<file path="config.mk">
export PLATFORM = sky130hd
export DESIGN_NAME = ip_stats_bank
export DESIGN_NICKNAME = d
export VERILOG_FILES = /design/src/rtl/ip_stats_pkg.sv /design/src/rtl/ip_stats_cell.sv /design/src/rtl/ip_stats_bank.sv
export SDC_FILE = /design/constraint.sdc
export NUM_CORES = 1
export LEC_CHECK = 0
export CAP_MARGIN = 20
export CORE_MARGIN = 4
export CORE_UTILIZATION = 53
export CTS_CLUSTER_SIZE = 12
export DETAILED_ROUTE_END_ITERATION = 7
export HOLD_SLACK_MARGIN = 0.15
export PLACE_DENSITY = 0.77
export REMOVE_ABC_BUFFERS = 1
export SLEW_MARGIN = 15
export SYNTH_ARGS = -nofsm -noshare
export SYNTH_HDL_FRONTEND = slang
export SYNTH_HIERARCHICAL = 1
export SYNTH_SLANG_ARGS = --single-unit
</file>
<file path="constraint.sdc">
create_clock -name clock -period 2.9 [get_ports clock]
set_input_delay 0.725 -clock clock [delete_from_list [all_inputs] [get_ports clock]]
set_output_delay 0.725 -clock clock [all_outputs]
set_load 0.01 [all_outputs]
</file>
<file path="src/rtl/ip_stats_pkg.sv">
// ip_stats_pkg: shared constants and helpers for the statistics counter bank.
package ip_stats_pkg;

    // Counter arithmetic modes
    localparam int STATS_WRAP = 0;
    localparam int STATS_SAT  = 1;

    // Read address width for a given channel count; never narrower than 1 bit
    function automatic int calc_aw(input int num_ch);
        return (num_ch <= 2) ? 1 : $clog2(num_ch);
    endfunction

endpackage

</file>
<file path="src/rtl/ip_stats_cell.sv">
// ip_stats_cell: one statistics counter with a sticky overflow flag.
// clr_all outranks clr, and clr keeps a same-cycle increment.
module ip_stats_cell
    import ip_stats_pkg::*;
#(
    parameter int INC_WIDTH   = 8,
    parameter int STATS_WIDTH = 32,
    parameter int SATURATE    = STATS_WRAP
) (
    input  logic                   clock,
    input  logic                   reset,
    input  logic                   inc_en,
    input  logic [INC_WIDTH-1:0]   inc_value,
    input  logic                   clr,
    input  logic                   clr_all,
    output logic [STATS_WIDTH-1:0] cnt,
    output logic                   ovf
);

    logic [STATS_WIDTH:0]   inc_ext;
    logic [STATS_WIDTH:0]   sum;
    logic [STATS_WIDTH-1:0] cnt_reg, cnt_next;
    logic                   ovf_reg, ovf_next;

    // Next counter value: one extra bit catches the carry-out that flags overflow
    always_comb begin
        inc_ext = '0;
        if (inc_en) begin
            inc_ext[INC_WIDTH-1:0] = inc_value;
        end
        sum      = {1'b0, cnt_reg} + inc_ext;
        cnt_next = sum[STATS_WIDTH-1:0];
        ovf_next = ovf_reg | sum[STATS_WIDTH];
        if (SATURATE == STATS_SAT && sum[STATS_WIDTH]) begin
            cnt_next = '1;
        end
        // A clearing read restarts from the coincident increment, which cannot overflow
        if (clr) begin
            cnt_next = inc_ext[STATS_WIDTH-1:0];
            ovf_next = 1'b0;
        end
        if (clr_all) begin
            cnt_next = '0;
            ovf_next = 1'b0;
        end
    end

    // Counter and flag registers
    always_ff @(posedge clock) begin
        if (reset) begin
            cnt_reg <= '0;
            ovf_reg <= 1'b0;
        end else begin
            cnt_reg <= cnt_next;
            ovf_reg <= ovf_next;
        end
    end

    assign cnt = cnt_reg;
    assign ovf = ovf_reg;

endmodule

</file>
<file path="src/rtl/ip_stats_bank.sv">
// ip_stats_bank: NUM_CH statistics counters with a registered read/clear port.
// Optional feature macro IP_STATS_SNAPSHOT_EN adds snapReq and a shadow bank
// that the read port returns instead of the live counters.
module ip_stats_bank
    import ip_stats_pkg::*;
#(
    parameter int NUM_CH      = 4,
    parameter int INC_WIDTH   = 8,
    parameter int STATS_WIDTH = 32,
    parameter int SATURATE    = STATS_WRAP,
    parameter int AW          = calc_aw(NUM_CH)
) (
    input  logic                          clock,
    input  logic                          reset,
    input  logic [NUM_CH-1:0]             valid,
    input  logic [NUM_CH*INC_WIDTH-1:0]   incValue,
    input  logic                          clrAll,
`ifdef IP_STATS_SNAPSHOT_EN
    input  logic                          snapReq,
`endif
    input  logic                          rdReq,
    input  logic [AW-1:0]                 rdAddr,
    input  logic                          rdClr,
    output logic                          rdValid,
    output logic [STATS_WIDTH-1:0]        rdData,
    output logic                          rdOvf,
    output logic [NUM_CH-1:0]             overflow
);

    // Read mux is padded to the full address space so unused addresses read as zero
    localparam int DEPTH = 2 ** AW;

    logic [STATS_WIDTH-1:0] cnt_arr [NUM_CH];
    logic [NUM_CH-1:0]      ovf_vec;
    logic [NUM_CH-1:0]      clr_hit;
    logic [STATS_WIDTH-1:0] src_cnt [DEPTH];
    logic [DEPTH-1:0]       src_ovf;

    logic                   rd_valid_reg;
    logic [STATS_WIDTH-1:0] rd_data_reg;
    logic                   rd_ovf_reg;

    generate
        for (genvar gi = 0; gi < NUM_CH; gi++) begin : g_ch
            assign clr_hit[gi] = rdReq & rdClr & (rdAddr == AW'(gi));

            ip_stats_cell #(
                .INC_WIDTH  (INC_WIDTH),
                .STATS_WIDTH(STATS_WIDTH),
                .SATURATE   (SATURATE)
            ) u_cell (
                .clock    (clock),
                .reset    (reset),
                .inc_en   (valid[gi]),
                .inc_value(incValue[gi*INC_WIDTH +: INC_WIDTH]),
                .clr      (clr_hit[gi]),
                .clr_all  (clrAll),
                .cnt      (cnt_arr[gi]),
                .ovf      (ovf_vec[gi])
            );
        end
    endgenerate

`ifdef IP_STATS_SNAPSHOT_EN
    logic [STATS_WIDTH-1:0] shadow_cnt_reg [NUM_CH];
    logic [NUM_CH-1:0]      shadow_ovf_reg;

    // Shadow bank captures the registered counters, i.e. values before any same-cycle clear
    always_ff @(posedge clock) begin
        if (reset) begin
            for (int i = 0; i < NUM_CH; i++) begin
                shadow_cnt_reg[i] <= '0;
            end
            shadow_ovf_reg <= '0;
        end else if (snapReq) begin
            for (int i = 0; i < NUM_CH; i++) begin
                shadow_cnt_reg[i] <= cnt_arr[i];
            end
            shadow_ovf_reg <= ovf_vec;
        end
    end
`endif

    generate
        for (genvar gi = 0; gi < DEPTH; gi++) begin : g_src
            if (gi < NUM_CH) begin : g_live
`ifdef IP_STATS_SNAPSHOT_EN
                assign src_cnt[gi] = shadow_cnt_reg[gi];
                assign src_ovf[gi] = shadow_ovf_reg[gi];
`else
                assign src_cnt[gi] = cnt_arr[gi];
                assign src_ovf[gi] = ovf_vec[gi];
`endif
            end else begin : g_pad
                assign src_cnt[gi] = '0;
                assign src_ovf[gi] = 1'b0;
            end
        end
    endgenerate

    // Registered read port: samples the request-cycle values, one cycle latency
    always_ff @(posedge clock) begin
        if (reset) begin
            rd_valid_reg <= 1'b0;
            rd_data_reg  <= '0;
            rd_ovf_reg   <= 1'b0;
        end else begin
            rd_valid_reg <= rdReq;
            if (rdReq) begin
                rd_data_reg <= src_cnt[rdAddr];
                rd_ovf_reg  <= src_ovf[rdAddr];
            end
        end
    end

    assign rdValid  = rd_valid_reg;
    assign rdData   = rd_data_reg;
    assign rdOvf    = rd_ovf_reg;
    assign overflow = ovf_vec;

endmodule

</file>
### After elaboration in Yosys (flattened, before gate mapping)

Index checks and enable logic that the tools add are counted.

| word-level totals | value |
|---|---|
| logic and storage cells | 53 |
| input bits | 43 |
| output and inout port bits | 38 |
| register bits after elaboration | 166 |

| cells by class | value |
|---|---|
| reductions and logical operators | 6 |
| bitwise operators | 10 |
| $lt $le $gt $ge | 2 |
| muxes and demuxes | 13 |
| eq/ne operators | 3 |
| add/subtract/negate cells | 4 |

Operators by type and width:

| operator | count |
|---|---|
| adder 32 x 8 -> 33 bit | 4 |
| binary-select mux 32 bit (select 2 bit) | 1 |
| two-way mux 32 bit | 2 |
| two-way mux 8 bit | 8 |
| OR reduction 3 bit | 4 |
| AND 1 bit | 5 |
| equality test 2 bit (second input constant) | 2 |
| OR 1 bit | 4 |
| greater-or-equal comparator 3 bit (second input constant) | 1 |
| < comparator 2 x 3 -> 1 bit (second input constant) | 1 |
| NOT 2 -> 3 bit | 1 |
| binary-select mux 1 bit (select 2 bit) | 1 |
| equality test 2 x 1 -> 1 bit (second input constant) | 1 |
| logical NOT 2 bit | 1 |
| OR reduction 2 bit | 1 |
| two-way mux 1 bit | 1 |

### Longest topological paths before layout

| depth | value |
|---|---|
| depth in word-level cells | 4 |
| depth in mapped cells | 10 |

### Hierarchy

Netlist, hierarchy kept.

By module, submodules not included:

| module | times used | area an instance (um^2) | cells an instance | sequential area each (um^2) |
|---|---|---|---|---|
| ip_stats_cell at g_ch[1].u_cell ... | 2 | 1,925.6 | 235 | 660.6 |
| ip_stats_bank | 1 | 2,290.9 | 253 | 680.7 |
| ip_stats_cell at g_ch[0].u_cell | 1 | 1,834.3 | 213 | 660.6 |
| ip_stats_cell at g_ch[2].u_cell | 1 | 1,830.5 | 209 | 660.6 |

### Worst setup path after synthesis

No wires, ideal clock.

| timing | value |
|---|---|
| path kind | input port to flip-flop |
| start | input port incValue[16] |
| end | register g_ch[2].u_cell.cnt_reg[20] |
| setup time | 0.128 ns |
| path slack | 0.003 ns |
| arrival | 2.769 ns |
| cell stages on the path | 10 |
| data required time | 2.772 ns |
| path buffers | 1 |
| path through | and2_1 ha_1 fa_1 a21o_1 a311o_1 o221ai_1 buf_2 nor3_1 xnor2_1 nor2_1 |

| on the way | value |
|---|---|
| word-level cells in the longest chain between the ends | 2 |

Ends and longest elaborated chain:

| element | RTL line | RTL |
|---|---|---|
| start, declared | ip_stats_bank.sv:16 | `input logic [NUM_CH*INC_WIDTH-1:0] incValue,` |
| two-way mux 8 bit | ip_stats_cell.sv:28 | `if (inc_en) begin` |
| adder 32 x 8 -> 33 bit | ip_stats_cell.sv:31 | `sum = {1'b0, cnt_reg} + inc_ext;` |
| end signal, assigned | ip_stats_cell.sv:54 | `cnt_reg <= cnt_next;` |
| end, declared | ip_stats_cell.sv:22 | `logic [STATS_WIDTH-1:0] cnt_reg, cnt_next;` |

No other way between the ends.
A chain may end at the register's enable or synchronous reset.

### Final worst setup path

| timing | value |
|---|---|
| start | input port valid[2] |
| end | register g_ch[2].u_cell.cnt_reg[22] |

| on the way | value |
|---|---|
| word-level cells in the longest chain between the ends | 2 |

Ends and longest elaborated chain:

| element | RTL line | RTL |
|---|---|---|
| start, declared | ip_stats_bank.sv:15 | `input logic [NUM_CH-1:0] valid,` |
| two-way mux 8 bit | ip_stats_cell.sv:28 |  |
| adder 32 x 8 -> 33 bit | ip_stats_cell.sv:31 |  |

No other way between the ends.

==> results.py <==
metrics = {
    "finish": {
        "layout.nets": 1365,
        "multi_input_area_sq_um": 6172,
        "syn2layout_area_growth_pct": 22.63,
        "final_common_cell": "dfxtp_1",
        "final_cell_mix": "dfxtp_1 (166), nor2_1 (148), buf_4 (94)",
        "largest_reg_flops": 128,
        "diodes": 0,
        "drive_gt1_frac": 0.1801,
        "regArea_sq_um": 3323,
        "fillers": 1494,
    },
    "timing": {
        "hold_slack_ns": 0.4853,
        "final_hold_viol_count": 0,
        "finalSetupViolCount": 0,
        "finalCriticalPeriod_ns": 2.811,
        "worst_slack_ns": 0.08878,
        "slew_headroom": 0.6233,
        "skew_ns": 0.008555,
        "tightestPinTransition_ns": 0.5591,
        "max_freq_ghz": 0.3557,
        "post-route-period-util": 0.9694,
        "rsz0062_at_grt": "true",
        "slew_viol_final": 0,
    },
    "grt": {
        "grt_overflow": 0,
        "grt_util_all_layers": 0.2545,
        "grt_max_degree": 45,
        "grt_pass1_wl_um": 42500,
        "first_global_vias": 8577,
        "antenna_found_initial": 0,
    },
    "placement": {
        "hpwl_um": 18820,
        "place_ws_ns": -0.4975,
        "gp_congestion": 0.9062,
        "io_buffer_count": 80,
    },
    "logic_synthesis": {
        "syn_inst": 1145,
        "synth-edff-count": 0,
        "ys.flop_type": "dfxtp_1",
        "synth_cell_type_count": 75,
        "async_flop_share": 0,
        "ys.warnings.count": 6,
        "synth_top_area_frac": 0.3389,
        "yosys.area.top_type": "dfxtp_1",
        "synth_seq_cells": 166,
        "yosysSeqAreaShare": 0.3389,
        "syn_area_sq_um": 9807,
        "syn_avg_cell_area_sq_um": 8.565,
        "synthTopCellsByArea": "dfxtp_1 (34%), nor2_1 (5.7%), ha_1 (4.1%), a21oi_1 (3.7%), xnor2_1 (3.0%)",
    },
    "route": {
        "wl_per_cell_um": 17.29,
        "drt_iter0_drc": 635,
        "firstDrtPassIters": 5,
        "vias_per_cell": 6.023,
        "antenna_left": 0,
        "wl_um": 26420,
        "drc": 0,
        "vias": 9203,
    },
    "hold_path": {
        "min_path_type": "flop to flop",
    },
    "setup_path": {
        "crit_chain": "clkdlybuf4s50_1 -> buf_4 -> and2_1 -> ha_1 -> a21o_1 -> a311o_1 -> o221ai_2 -> buf_6 -> nor4_1 -> xnor2_1 -> nor2_1",
        "crit_arrival_ns": 3.13,
        "cpPeakStageDelay_ns": 0.41,
        "end_kind": "flop",
        "critPathSlowestCell": "clkdlybuf4s50_1",
        "worst_setup_path_start_kind": "primary input",
        "criticalPathCategory": "primary input to flop",
        "worstPathMaxFanout": 7,
        "cp.required_ns": 3.21,
    },
    "cts": {
        "cts.sinks": 166,
        "cts_tree": "done",
        "root_buffer": "clkbuf_16",
        "path_clk_slew_ns": 0.07,
        "cts_buffers": 17,
        "cts.path.max_buffers": 2,
        "worstSkewPairLatency_ns": 0.43,
        "htree_num_levels": 4,
    },
    "floorplanning": {
        "die_w_um": 144.0,
        "start_util": 0.5422,
        "fp-row-count": 49,
        "core_sq_um": 18090,
        "die_y_um": 144.0,
        "io_pins": 81,
        "dieArea_sq_um": 20740,
    },
    "power_and_ir_drop": {
        "powerDensity_nw_per_um2": 438.1,
        "p_total_uw": 5269,
        "leakagePower_uw": 0.004469,
        "ir_drop_mv": 0.4271,
    },
    "outcome": {
        "outcome": "complete, no violations",
    },
    "run": {
        "max-cap-violations": 0,
    },
}
cells in the mapped netlist, drive strengths merged (29+ instances only):
| library cell | number |
|---|---|
| a2111oi | 34 |
| a21oi | 73 |
| and2 | 42 |
| buf | 29 |
| clkbuf | 31 |
| dfxtp | 166 |
| ha | 32 |
| mux2 | 32 |
| nand2 | 76 |
| nand3 | 47 |
| nor2 | 150 |
| o21ai | 68 |
| or3 | 33 |
| xnor2 | 34 |
path summary, 6_finish.rpt:
check | from | to | slack [ns] | cells after the start
max | valid[2] | g_ch[2].u_cell/cnt[22] | 0.09 | 11
min | g_ch[3].u_cell/cnt[23] | g_ch[3].u_cell/cnt[23] | 0.49 | 2
min reg2reg | g_ch[3].u_cell/cnt[23] | g_ch[3].u_cell/cnt[23] | 0.49 | 2
max reg2reg | g_ch[2].u_cell/cnt[0] | g_ch[2].u_cell/cnt[26] | 0.61 | 9
layout make-up:
class | instances | area share
multi-input cells | 905 | 0.5132
flip-flops and latches | 166 | 0.2763
repair buffers | 182 | 0.1344
clock buffers | 21 | 0.03829
well taps | 229 | 0.02382
clock inverters | 11 | 0.009571
inverters | 14 | 0.004370
cells by family (layout without fill, tap and decap cells):
kind of cell	count (synthesis)	count (layout)	share of synthesized area
AND/OR/NAND/NOR	484	484	0.2615
XOR/XNOR	55	55	0.04912
multiplexers	56	56	0.06252
buffers and inverters	74	228	0.04006
AO/OA/AOI/OAI	274	274	0.1989
flip-flops	166	166	0.3389
adder cells (fa/ha/maj)	36	36	0.04899
power by group:
| group | internal [uW] | total (uW) | switching, uW |
|---|---|---|---|
| registers | 2330 | 2370 | 37.1 |
| clock network | 1240 | 2220 | 978 |
| logic | 329 | 676 | 347 |
| total | 3910 | 5270 | 1360 |
what timing repair did:
action	CTS	global route
gates resized for setup	7	17
setup buffers	0	6
cloned	1	0
hold buffers	0	0
endpoints found under the setup margin	13	57
pin swaps	2	12
metal layers:
metal / vias to the layer above / GRT usage / wire [um]
met5: - / 0 / 0
met2: 297 / 0.4108 / 12300
li1: 4461 / - / -
met4: 0 / 0.08375 / 656
met3: 46 / 0.04167 / 1562
met1: 4399 / 0.3482 / 11900
worst max-delay path, delay by kind of cell:
kind	cells	cell delay, ns
buffers and inverters	3	0.73
AO/OA/AOI/OAI	3	0.61
AND/OR/NAND/NOR	3	0.53
adder cells (fa/ha/maj)	1	0.37
XOR/XNOR	1	0.16
per-stage QoR:
| stage | std cells | util | cell area [sq um] | TNS, ns |
|---|---|---|---|---|
| 2_1_floorplan | 1085 | - | 9467 | -4.027 |
| 4_1_cts | 1522 | 0.6583 | 11910 | -0.02652 |
| 3_3_place_gp | 1489 | 0.6249 | 11300 | -24.23 |
| 5_1_grt | 1528 | 0.6650 | 12030 | -0.01734 |
| 6_report | 1528 | 0.6650 | 12030 | 0 |
| 3_5_place_dp | 1489 | 0.6249 | 11300 | -29.23 |
Power figures use the tool's default switching activity.
